## config.mk

```make
export PLATFORM = sky130hd
export DESIGN_NAME = instruction_sequencer
export DESIGN_NICKNAME = d
export VERILOG_FILES = /design/src/rtl/instruction_sequencer.sv
export SDC_FILE = /design/constraint.sdc
export NUM_CORES = 1
export LEC_CHECK = 0
export BUFFER_PORTS_ARGS = -buffer_cell sky130_fd_sc_hd__buf_4
export CAP_MARGIN = 25
export CORE_ASPECT_RATIO = 0.5
export CORE_MARGIN = 4
export CORE_UTILIZATION = 40
export DETAILED_ROUTE_END_ITERATION = 7
export PLACE_DENSITY = 0.64
export REMOVE_ABC_BUFFERS = 1
export SLEW_MARGIN = 20
export SYNTH_ARGS = -nofsm -noshare
export SYNTH_HDL_FRONTEND = slang
export SYNTH_SLANG_ARGS = --single-unit
```

## constraint.sdc

```tcl
create_clock -name clk -period 3.4 [get_ports clk]
set_input_delay 0.85 -clock clk [delete_from_list [all_inputs] [get_ports clk]]
set_output_delay 0.85 -clock clk [all_outputs]
set_load 0.005 [all_outputs]
```

## src/rtl/instruction_sequencer.sv

```systemverilog
// Sequencer that fetches 20-bit words from a 16-entry program store and presents them to an executor.
// Resolves HALT/JMP/BZ/BNZ locally. Program loads are accepted only while idle.
module instruction_sequencer (
  input  logic        clk,
  input  logic        reset,
  input  logic        load_valid,
  output logic        load_ready,
  input  logic [3:0]  load_addr,
  input  logic [19:0] load_data,
  input  logic        start,
  input  logic        stop,
  input  logic        z_flag,
  output logic [19:0] instruction,
  output logic [3:0]  pc,
  output logic        busy,
  output logic        done
);

  typedef enum logic {
    S_IDLE = 1'b0,
    S_RUN  = 1'b1
  } state_e;

  localparam logic [3:0] OP_HALT = 4'hF;
  localparam logic [3:0] OP_JMP  = 4'h1;
  localparam logic [3:0] OP_BZ   = 4'h6;
  localparam logic [3:0] OP_BNZ  = 4'h7;

  state_e      state_q;
  logic [3:0]  pc_q;
  logic        done_q;
  logic [19:0] mem_q [16];

  logic [3:0]  cur_op;
  logic [3:0]  target;
  logic [3:0]  pc_inc;
  logic [3:0]  pc_d;

  assign cur_op = mem_q[pc_q][19:16];
  assign target = mem_q[pc_q][3:0];
  assign pc_inc = pc_q + 4'd1;

  // z_flag is only meaningful for the branch currently presented, so it is consumed here.
  always_comb begin
    pc_d = pc_inc;
    case (cur_op)
      OP_JMP:  pc_d = target;
      OP_BZ:   if (z_flag)  pc_d = target;
      OP_BNZ:  if (!z_flag) pc_d = target;
      default: pc_d = pc_inc;
    endcase
  end

  always_ff @(posedge clk or negedge reset) begin
    if (!reset) begin
      state_q <= S_IDLE;
      pc_q    <= 4'd0;
      done_q  <= 1'b0;
      for (int i = 0; i < 16; i++) begin
        mem_q[i] <= 20'h00000;
      end
    end else begin
      done_q <= 1'b0;
      case (state_q)
        S_IDLE: begin
          if (load_valid) begin
            mem_q[load_addr] <= load_data;
          end
          if (start && !stop) begin
            state_q <= S_RUN;
            pc_q    <= 4'd0;
          end
        end
        S_RUN: begin
          // stop outranks HALT and branches; pc is frozen on either exit
          if (stop) begin
            state_q <= S_IDLE;
          end else if (cur_op == OP_HALT) begin
            state_q <= S_IDLE;
            done_q  <= 1'b1;
          end else begin
            pc_q <= pc_d;
          end
        end
        default: state_q <= S_IDLE;
      endcase
    end
  end

  assign load_ready  = (state_q == S_IDLE);
  assign busy        = (state_q == S_RUN);
  assign pc          = pc_q;
  assign done        = done_q;
  assign instruction = (state_q == S_RUN) ? mem_q[pc_q] : 20'h00000;

endmodule

```

Word-level counts from Yosys, hierarchy flattened
Index checks and enable logic that the tools add are counted.

storage, ports and cells
  memories = 0
  latch bits = 0
  input bits = 30
  memory bits (read-only) = 0
  bits in writable memories = 0
  register bits after elaboration = 326

operators by class
  $add $sub $neg = 1
  div/mod/pow operators = 0
  equal/unequal tests = 7
  muxes and demuxes = 21
  bitwise gates (word level) = 3
  reduce and logical (&&, ||, !) cells = 5
  shifts and indexed selects = 0
  magnitude comparators = 3
  multiply operators = 0

operators by type and width
  operator                                                   number
  bitwise mux 320 bit                                        1
  binary-select mux 20 bit (select 4 bit)                    1
  demux 20 bit (select 4 bit)                                1
  2-to-1 mux 20 bit                                          4
  2-to-1 mux 4 bit                                           5
  case mux 4 bit (3 select lines)                            1
  greater-or-equal comparator 5 bit (second input constant)  2
  NOT 4 -> 5 bit                                             2
  == test 4 x 3 -> 1 bit (second input constant)             2
  case mux 4 bit (2 select lines)                            1
  2-to-1 mux 1 bit                                           6
  < comparator 5 x 1 -> 1 bit (second input constant)        1
  adder 4 x 1 -> 4 bit (second input constant)               1
  == test 4 x 1 -> 1 bit (second input constant)             1
  == test 4 bit (second input constant)                      1
  != test 2 bit (second input constant)                      2
  AND reduction 3 bit                                        1
  logical AND 1 bit                                          2
  != test 2 x 1 -> 1 bit (second input constant)             1
  case mux 1 bit (2 select lines)                            1
  AND reduction 2 bit                                        1
  logical NOT 1 bit                                          1
  NOT 1 bit                                                  1

Longest topological paths before layout
Gate-level depths: netlist of run 1.

  depth after elaboration = 9
  mapped depth = 12
  mapped depth without buffers = 8

Worst setup path before layout of run 1
No wires, ideal clock.

  kind = reg2out
  start point = register pc_q[1] (netlist: pc[1])
  end point = output port instruction[10]
  arrival time = 2.517 ns
  setup slack = 0.033 ns
  data required time = 2.550 ns
  stages on the path, launching flop included = 8
  cell sequence = dfrtp_1 > buf_2 > buf_1 > buf_1 > clkbuf_1 > mux4_2 > mux4_2 > and2_1

on the way
  cells in the longest elaborated chain, start to end = 5

RTL lines
  element                                                RTL line  source
  start: declaration                                     30        logic [3:0] pc_q;
  start signal: assignment                               82        pc_q <= pc_d;
  NOT 4 -> 5 bit (implied by the code)                   94        assign instruction = (state_q == S_RUN) ? mem_q[pc_q] : 20'h00000;
  binary-select mux 20 bit (select 4 bit)                94
  2-to-1 mux 20 bit (implied by the code) (2 in series)  94
  2-to-1 mux 20 bit                                      94
  end: declaration                                       13        output logic [19:0] instruction,

No other way between the ends. The select of a mux whose other input is x is not followed.

Final worst setup path of run 1
  start point = register pc_q[0] (netlist: pc[0])
  end point = output port instruction[13]

The elaborated chain is that of the path after synthesis.

==> results.md, run 1 <==
* Top cell type by total area after synthesis: dfrtp_1
* Area growth from synthesis to layout at 17.98%
* Critical path class: flip-flop to output pin
* Iter 0 DRT Violations at 514
* Largest net degree at the start of global routing at 75
* Net count, final at 1059
* Cell Count, Final, Fillers Out at 1535
* Die H at 144.7 um
* Total GRT Usage at 18.32%
* Failing checks: setup timing
* Detail Route Antenna Nets at 0
* Sequential area share after synthesis at 54.56%
* CTS tree: built
* Routability cong. at 0.7937
* DRC at 0
* Fmax at 287.3 MHz
* Simple-gate share of the synthesized area at 2.418%
* Rel. slew slack at 54.31%
* Worst Reg-to-Reg Cells at 10
* Core Area at 36420 um2
* Num ports at 57
* First-pass GRT wire length at 56580 um
* Post-synthesis cell area at 14950 um2
* PD cells at 779.1 nW/um2
* Max-cap viol count at 0
* H-tree depth at 1
* Setup crit end kind: output pin
* Vias at 8657
* Routed wire length at 37230 um
* Minimum clock period after layout at 3.480 ns
* # clock sinks at 326
* PortBufs at 56
* YS warnings at 0
* WL per Instance at 24.26 um
* N_diodes at 0
* Largest family of logic cells by synthesized area: multiplexers
* Design Area, Final at 17640 um2
* Final Max Tran Viols at 0
* Tot Pwr at 13.74 mW
* Setup ws final at -0.08013 ns
* Reg-to-Reg End: pc[3]
* Outcome: complete, but fails checks
* Avg Inst Size Synth at 15.66 um2
* CP Max Fanout at 9
* Leak Pwr at 7.671 nW
* Finish-stage setup viols at 12
* Die Area at 40720 um2
* Xor/xnor share of the synthesized area at 0.05858%
* Pre-antenna DRT Iters at 4
* Worst Tran Pin Value at 0.6843 ns
* Synth Area in Compound Gates at 2.385%
* Post-Place Cell Area at 16120 um2
* Flops & latches, synth at 326
* Initial Util at 41.06%
* Placed cells at 1461
* Reg clk slew, reported paths at 0.07 ns
* Maximum vdd ir drop at 0.0003835 V
* Reg-to-reg startpoint: pc[0]
* Synthesized instance count at 955
* Area share of the largest cell type after synthesis at 54.56%
* Data arrival time of the worst path at 2.63 ns
* Overflow after GRT at 0
* TritonCTS Buffers at 31
* Hold Crit Class: primary input to asynchronous set/reset pin
* Period Utilization, post-route at 102.4%
* Clock Root Buffer: clkbuf_16
* Final core utilization at 48.44%
* Maximum clock path buffer count at 3
* Mux share of post-synthesis cell area at 37.98%
* Worst skew pair latency at 0.58 ns
* Hold Fails Final Rpt at 0
* Vias per cell at 5.640
* RSZ-0062 raised after global routing: true
* Register-to-register setup slack at 0.31 ns
* Clk_skew at 0.01564 ns
* Vias in the first global route at 9132
* Area contributors post-synth: dfrtp_1 55%, mux2_2 24%, mux4_2 12%, mux2i_1 1.8%, clkbuf_1 1.5%
* Layout cell share with drive strength beyond 1 at 59.18%
* # hold bufs at CTS at 0
* Adder-cell area share of the yosys netlist at 0.08368%
* Initial antenna violation count at 0
* Std-Cell Rows at 49
* Worst Path Required at 2.55 ns
* Die width at 281.4 um
* Synth cell types at 45
* Startpoint Class: flip-flop
* DP Wirelength at 22490 um
[sequential cells by signal, summed over array words and instances, names as in the netlist]
register,flops
pc,4
done,1
busy,1
mem_q,320
[placed cells by master, fill, tap and decap left out, types with 3 or more instances in the layout]
| cell type | n |
|---|---|
| a22oi_2 | 7 |
| a21oi_2 | 4 |
| inv_1 | 4 |
| nand3_1 | 4 |
| a221oi_2 | 12 |
| nor2b_1 | 5 |
| a21oi_1 | 3 |
| nand2_1 | 20 |
| mux2i_1 | 25 |
| mux4_2 | 79 |
| clkinv_2 | 5 |
| mux2_2 | 320 |
| clkbuf_8 | 8 |
| dfrtp_1 | 322 |
| buf_4 | 87 |
| nor3b_1 | 3 |
| buf_12 | 11 |
| nor2_1 | 5 |
| and3_1 | 3 |
| o21ai_1 | 5 |
| clkbuf_16 | 36 |
| clkbuf_1 | 8 |
| buf_6 | 13 |
| and2_4 | 14 |
[per-stage QoR]
stage | TNS [ns] | hold WS, ns | setup WS [ns]
final | -0.8264 | 0.2420 | -0.08013
after CTS | -1.629 | 0.2649 | -0.1486
after detailed placement | 0 | 0.4876 | 0.2246
after global routing | -1.876 | 0.2888 | -0.1565
after floorplan | -56.53 | 0.4705 | -2.383
after global placement | 0 | 0.4815 | 0.2313
[power by group]
part           switching, mW  internal, mW
clock network           1.46          2.00
logic                   2.06          2.91
registers              0.501          4.81
total                   4.02          9.72
[synthesized netlist by cell type (all sizes together)]
library cell / count
o22ai: 2
xor2: 1
buf: 20
and2b: 1
o21ba: 2
mux2: 320
nand2: 20
ha: 1
nand4b: 1
nor2: 6
inv: 5
and3b: 1
o31a: 1
and3: 3
o211ai: 2
a2111o: 1
o21ai: 7
a22oi: 8
a21boi: 1
nand4: 1
nor2b: 7
mux2i: 27
dfrtp: 326
mux4: 80
a21oi: 7
a221oi: 12
a31oi: 2
nand3: 5
clkbuf: 60
and2: 14
a211o: 1
nor3b: 3
or3: 2
nor3: 3
a211oi: 2
[how the worst max path moves through the flow]
stage	startpoint	endpoint	slack (ns)	depth (start not counted)
5_1_grt	pc[0]	instruction[10]	-0.16	6
6_report	pc[0]	instruction[13]	-0.08	6
2_1_floorplan	pc[0]	pc[0]	-2.38	8
4_1_cts	pc[0]	instruction[8]	-0.15	5
3_5_place_dp	pc[0]	instruction[10]	0.22	5
3_3_place_gp	pc[0]	instruction[10]	0.23	5
[what timing repair did]
action	CTS	global route
resized for setup	33	36
gates cloned	1	5
pin swaps	9	12
buffers inserted	7	5
setup endpoints to repair	18	20
endpoints found under the hold margin	0	0
[worst max-delay path: stages (launching register included)]
cell	delay [ns]
dfrtp_4	0.43
buf_12	0.16
clkbuf_16	0.19
mux4_2	0.50
mux4_2	0.47
and2_4	0.18
buf_6	0.11
[cell families after synthesis]
family | count (synthesis)
multiplexers | 427
buffers and inverters | 85
AO/OA/AOI/OAI | 48
AND/OR/NAND/NOR | 67
adder cells (fa/ha/maj) | 1
XOR/XNOR | 1
flip-flops | 326
[final cells by class]
type	count	area (um2)
tap	484	605.6
clock inverter	9	102.6
fill	3087	18780
timing repair buffer	120	1230
multi-input combinational	544	6600
clock buffer	47	915.9
inverter	5	18.77
sequential	326	8168
[layer usage]
metal	part of all wire, %	global-route usage, %	vias to the layer above
met2	49	30.73	137
li1	-	-	3715
met4	1.7	3.894	0
met5	0	0	-
met3	3.5	2.629	48
met1	46	25.86	4757
No activity file was read; power rests on OpenSTA's default activity.
==> inputs of run 2 (changes only) <==
--- a/config.mk
+++ b/config.mk
@@ -11,7 +11,7 @@
 export CORE_MARGIN = 4
 export CORE_UTILIZATION = 40
 export DETAILED_ROUTE_END_ITERATION = 7
-export PLACE_DENSITY = 0.64
+export PLACE_DENSITY = 0.62
 export REMOVE_ABC_BUFFERS = 1
 export SLEW_MARGIN = 20
 export SYNTH_ARGS = -nofsm -noshare
==> constraint.sdc (replaced) <==
create_clock -name clk -period 4.05 [get_ports clk]
set_input_delay 1.0125 -clock clk [delete_from_list [all_inputs] [get_ports clk]]
set_output_delay 1.0125 -clock clk [all_outputs]
set_load 0.005 [all_outputs]
==> run 2 against run 1 <==
The flow now finishes without violations. Non-clock buffer count is 19 lower. Critical path depth shrank 1. Sequential cell count did not move. First-iteration DRC count increased by 12%. Global-route usage increased by 0.13 points. Worst hold slack better by 0.21 ns. Utilization decreased by 1.1 points. Power decreased by 18%. Routed wire length down 1.9%. Critical path type unchanged. Largest power group unchanged.
==> results.md, run 2 (synthesis results as in run 1) <==
* Largest net degree at the start of global routing at 98 (was 75)
* Layout cell share with drive strength beyond 1 at 54.84% (was 59.18%)
* Net count, final at 1040 (was 1059)
* Area growth from synthesis to layout at 15.21% (was 17.98%)
* Fmax at 258.9 MHz
* Leak Pwr at 7.502 nW (was 7.671 nW)
* PostCTS Resize Cnt at 0 (was 33)
* Outcome: finished clean (was complete, but fails checks)
* Clock Power Share at 28.2% (was 25.2%)
* Std-Cell Rows at 49 (unchanged)
* DP Wirelength at 22560 um (was 22490 um)
* DRC at 0 (unchanged)
* Startpoint Class: flip-flop (unchanged)
* H-tree depth at 1 (unchanged)
* Tot Pwr at 11.21 mW (was 13.74 mW)
* Maximum vdd ir drop at 0.0002966 V (was 0.0003835 V)
* Die Area at 40720 um2 (unchanged)
* Internal power at 7.980 mW (was 9.724 mW)
* Routed wire length at 36530 um (was 37230 um)
* NetSw at 3.228 mW (was 4.020 mW)
* # clock sinks at 326 (unchanged)
* Most flops, register: mem_q (unchanged)
* Final Max Tran Viols at 0 (unchanged)
* Data arrival time of the worst path at 2.85 ns (was 2.63 ns)
* First-pass GRT wire length at 57430 um (was 56580 um)
* Period Utilization, post-route at 95.37%
* Worst Path Required at 3.04 ns (was 2.55 ns)
* Comb power frac at 31.1% (was 36.1%)
* Worst Tran Pin Value at 0.8785 ns (was 0.6843 ns)
* Die width at 281.4 um (unchanged)
* PortBufs at 56 (unchanged)
* Register-to-register setup slack at 0.80 ns (was 0.31 ns)
* Reg clk slew, reported paths at 0.06 ns (was 0.07 ns)
* CTS tree: built (unchanged)
* Clock Root Buffer: clkbuf_16 (unchanged)
* TritonCTS Buffers at 31 (unchanged)
* Total GRT Usage at 18.45% (was 18.32%)
* Max-cap viol count at 0 (unchanged)
* Hold Fails Final Rpt at 0 (unchanged)
* Detail Route Antenna Nets at 0 (unchanged)
* Critical path class: flip-flop to output pin (unchanged)
* Die H at 144.7 um (unchanged)
* Core Area at 36420 um2 (unchanged)
* Setup slack at placement at 0.6242 ns (was 0.2246 ns)
* Setup ws final at 0.1875 ns (was -0.08013 ns)
* Sequential power share at 40.6% (was 38.7%)
* WL per Instance at 24.06 um (was 24.26 um)
* Pre-antenna DRT Iters at 4 (unchanged)
* Final core utilization at 47.30% (was 48.44%)
* Overflow after GRT at 0 (unchanged)
* Vias per cell at 5.675 (was 5.640)
* Most frequent cells in the layout: 324 x dfrtp_1, 320 x mux2_2, 92 x buf_4 (was 322 x dfrtp_1, 320 x mux2_2, 87 x buf_4)
* FILL cells at 3142 (was 3087)
* Setup crit end kind: output pin (unchanged)
* Rel. slew slack at 41.29% (was 54.31%)
* Worst skew pair latency at 0.58 ns (about the same)
* Initial antenna violation count at 0 (unchanged)
* Hold Crit Class: primary input to asynchronous set/reset pin (unchanged)
* RSZ-0062 raised after global routing: false (was true)
* Maximum clock path buffer count at 3 (unchanged)
* Routability cong. at 0.7802 (was 0.7937)
* # hold bufs at CTS at 0 (unchanged)
* Post-Place Cell Area at 16070 um2 (was 16120 um2)
* Worst hold slack at 0.4499 ns (was 0.2420 ns)
* Max reg flops at 320 (unchanged)
* Num ports at 57 (unchanged)
* N_diodes at 0 (unchanged)
* Vias in the first global route at 9399 (was 9132)
* Vias at 8614 (was 8657)
* Clk_skew at 0.01562 ns (was 0.01564 ns)
* Design Area, Final at 17230 um2 (was 17640 um2)
* Finish-stage setup viols at 0 (was 12)
* CP Max Fanout at 52 (was 9)
* Sw frac at 28.80% (was 29.25%)
* Commonest non-fill, non-tap cell in the layout: dfrtp_1 (unchanged)
* Iter 0 DRT Violations at 575 (was 514)
* Minimum clock period after layout at 3.863 ns
* PD cells at 650.7 nW/um2 (was 779.1 nW/um2)
* Initial Util at 41.06% (unchanged)
[run 2: stage by stage]
| stage | instances | setup TNS [ns] |
|---|---|---|
| finish | 1518 | 0 |
| global route | 1518 | 0 |
| CTS | 1518 | 0 |
| detailed placement | 1459 | 0 |
| global placement | 1459 | 0 |
| floorplan | 875 | -42.39 |
[run 2: metal layers]
layer,track usage [%],up-vias,share of wire (%)
met5,0,-,0
met4,3.762,0,1.8
met3,2.934,50,3.6
met2,31.14,126,49
met1,25.76,4752,46
li1,-,3686,-
[run 2: layout make-up]
cell class	instances	area, um2	area share (%)
Sequential cell	326	8165	47.40
Multi-Input combinational cell	544	6436	37.36
Clock buffer	45	918.4	5.332
Timing Repair Buffer	101	873.3	5.070
Tap cell	484	605.6	3.516
Clock inverter	13	207.7	1.206
Inverter	5	18.77	0.1090
[run 2: repair_timing]
action / 4_1_cts / 5_1_grt
endpoints found under the hold margin: 0 / 0
endpoints found under the setup margin: 2 / 0
setup buffers: 1 / 0
[run 2: worst max-delay path, cell delays in order (launching register included)]
cell,delay [ns]
dfrtp_4,0.67
buf_12,0.37
mux4_2,0.37
mux4_2,0.47
and2_1,0.20
buf_4,0.14
[run 2: power by group through the flow]
stage / Combinational (mW) / Sequential [mW] / Clock [mW]
after floorplan: 2.42 / 4.63 / 0
after global placement: 3.38 / 4.59 / 0
after detailed placement: 3.46 / 4.64 / 0
after CTS: 3.53 / 4.56 / 3.23
after global routing: 3.77 / 4.65 / 3.38
final: 3.49 / 4.56 / 3.17
[run 2: final timing paths]
kind,startpoint,endpoint,cells after the start
min in group clk,mem_q[105],mem_q[105],1
worst min-delay path,reset,mem_q[6],1
worst min register to register,mem_q[105],mem_q[105],1
max in group asynchronous,reset,mem_q[23],2
worst max register to register,pc[0],pc[0],9
worst max-delay path,pc[1],instruction[13],5
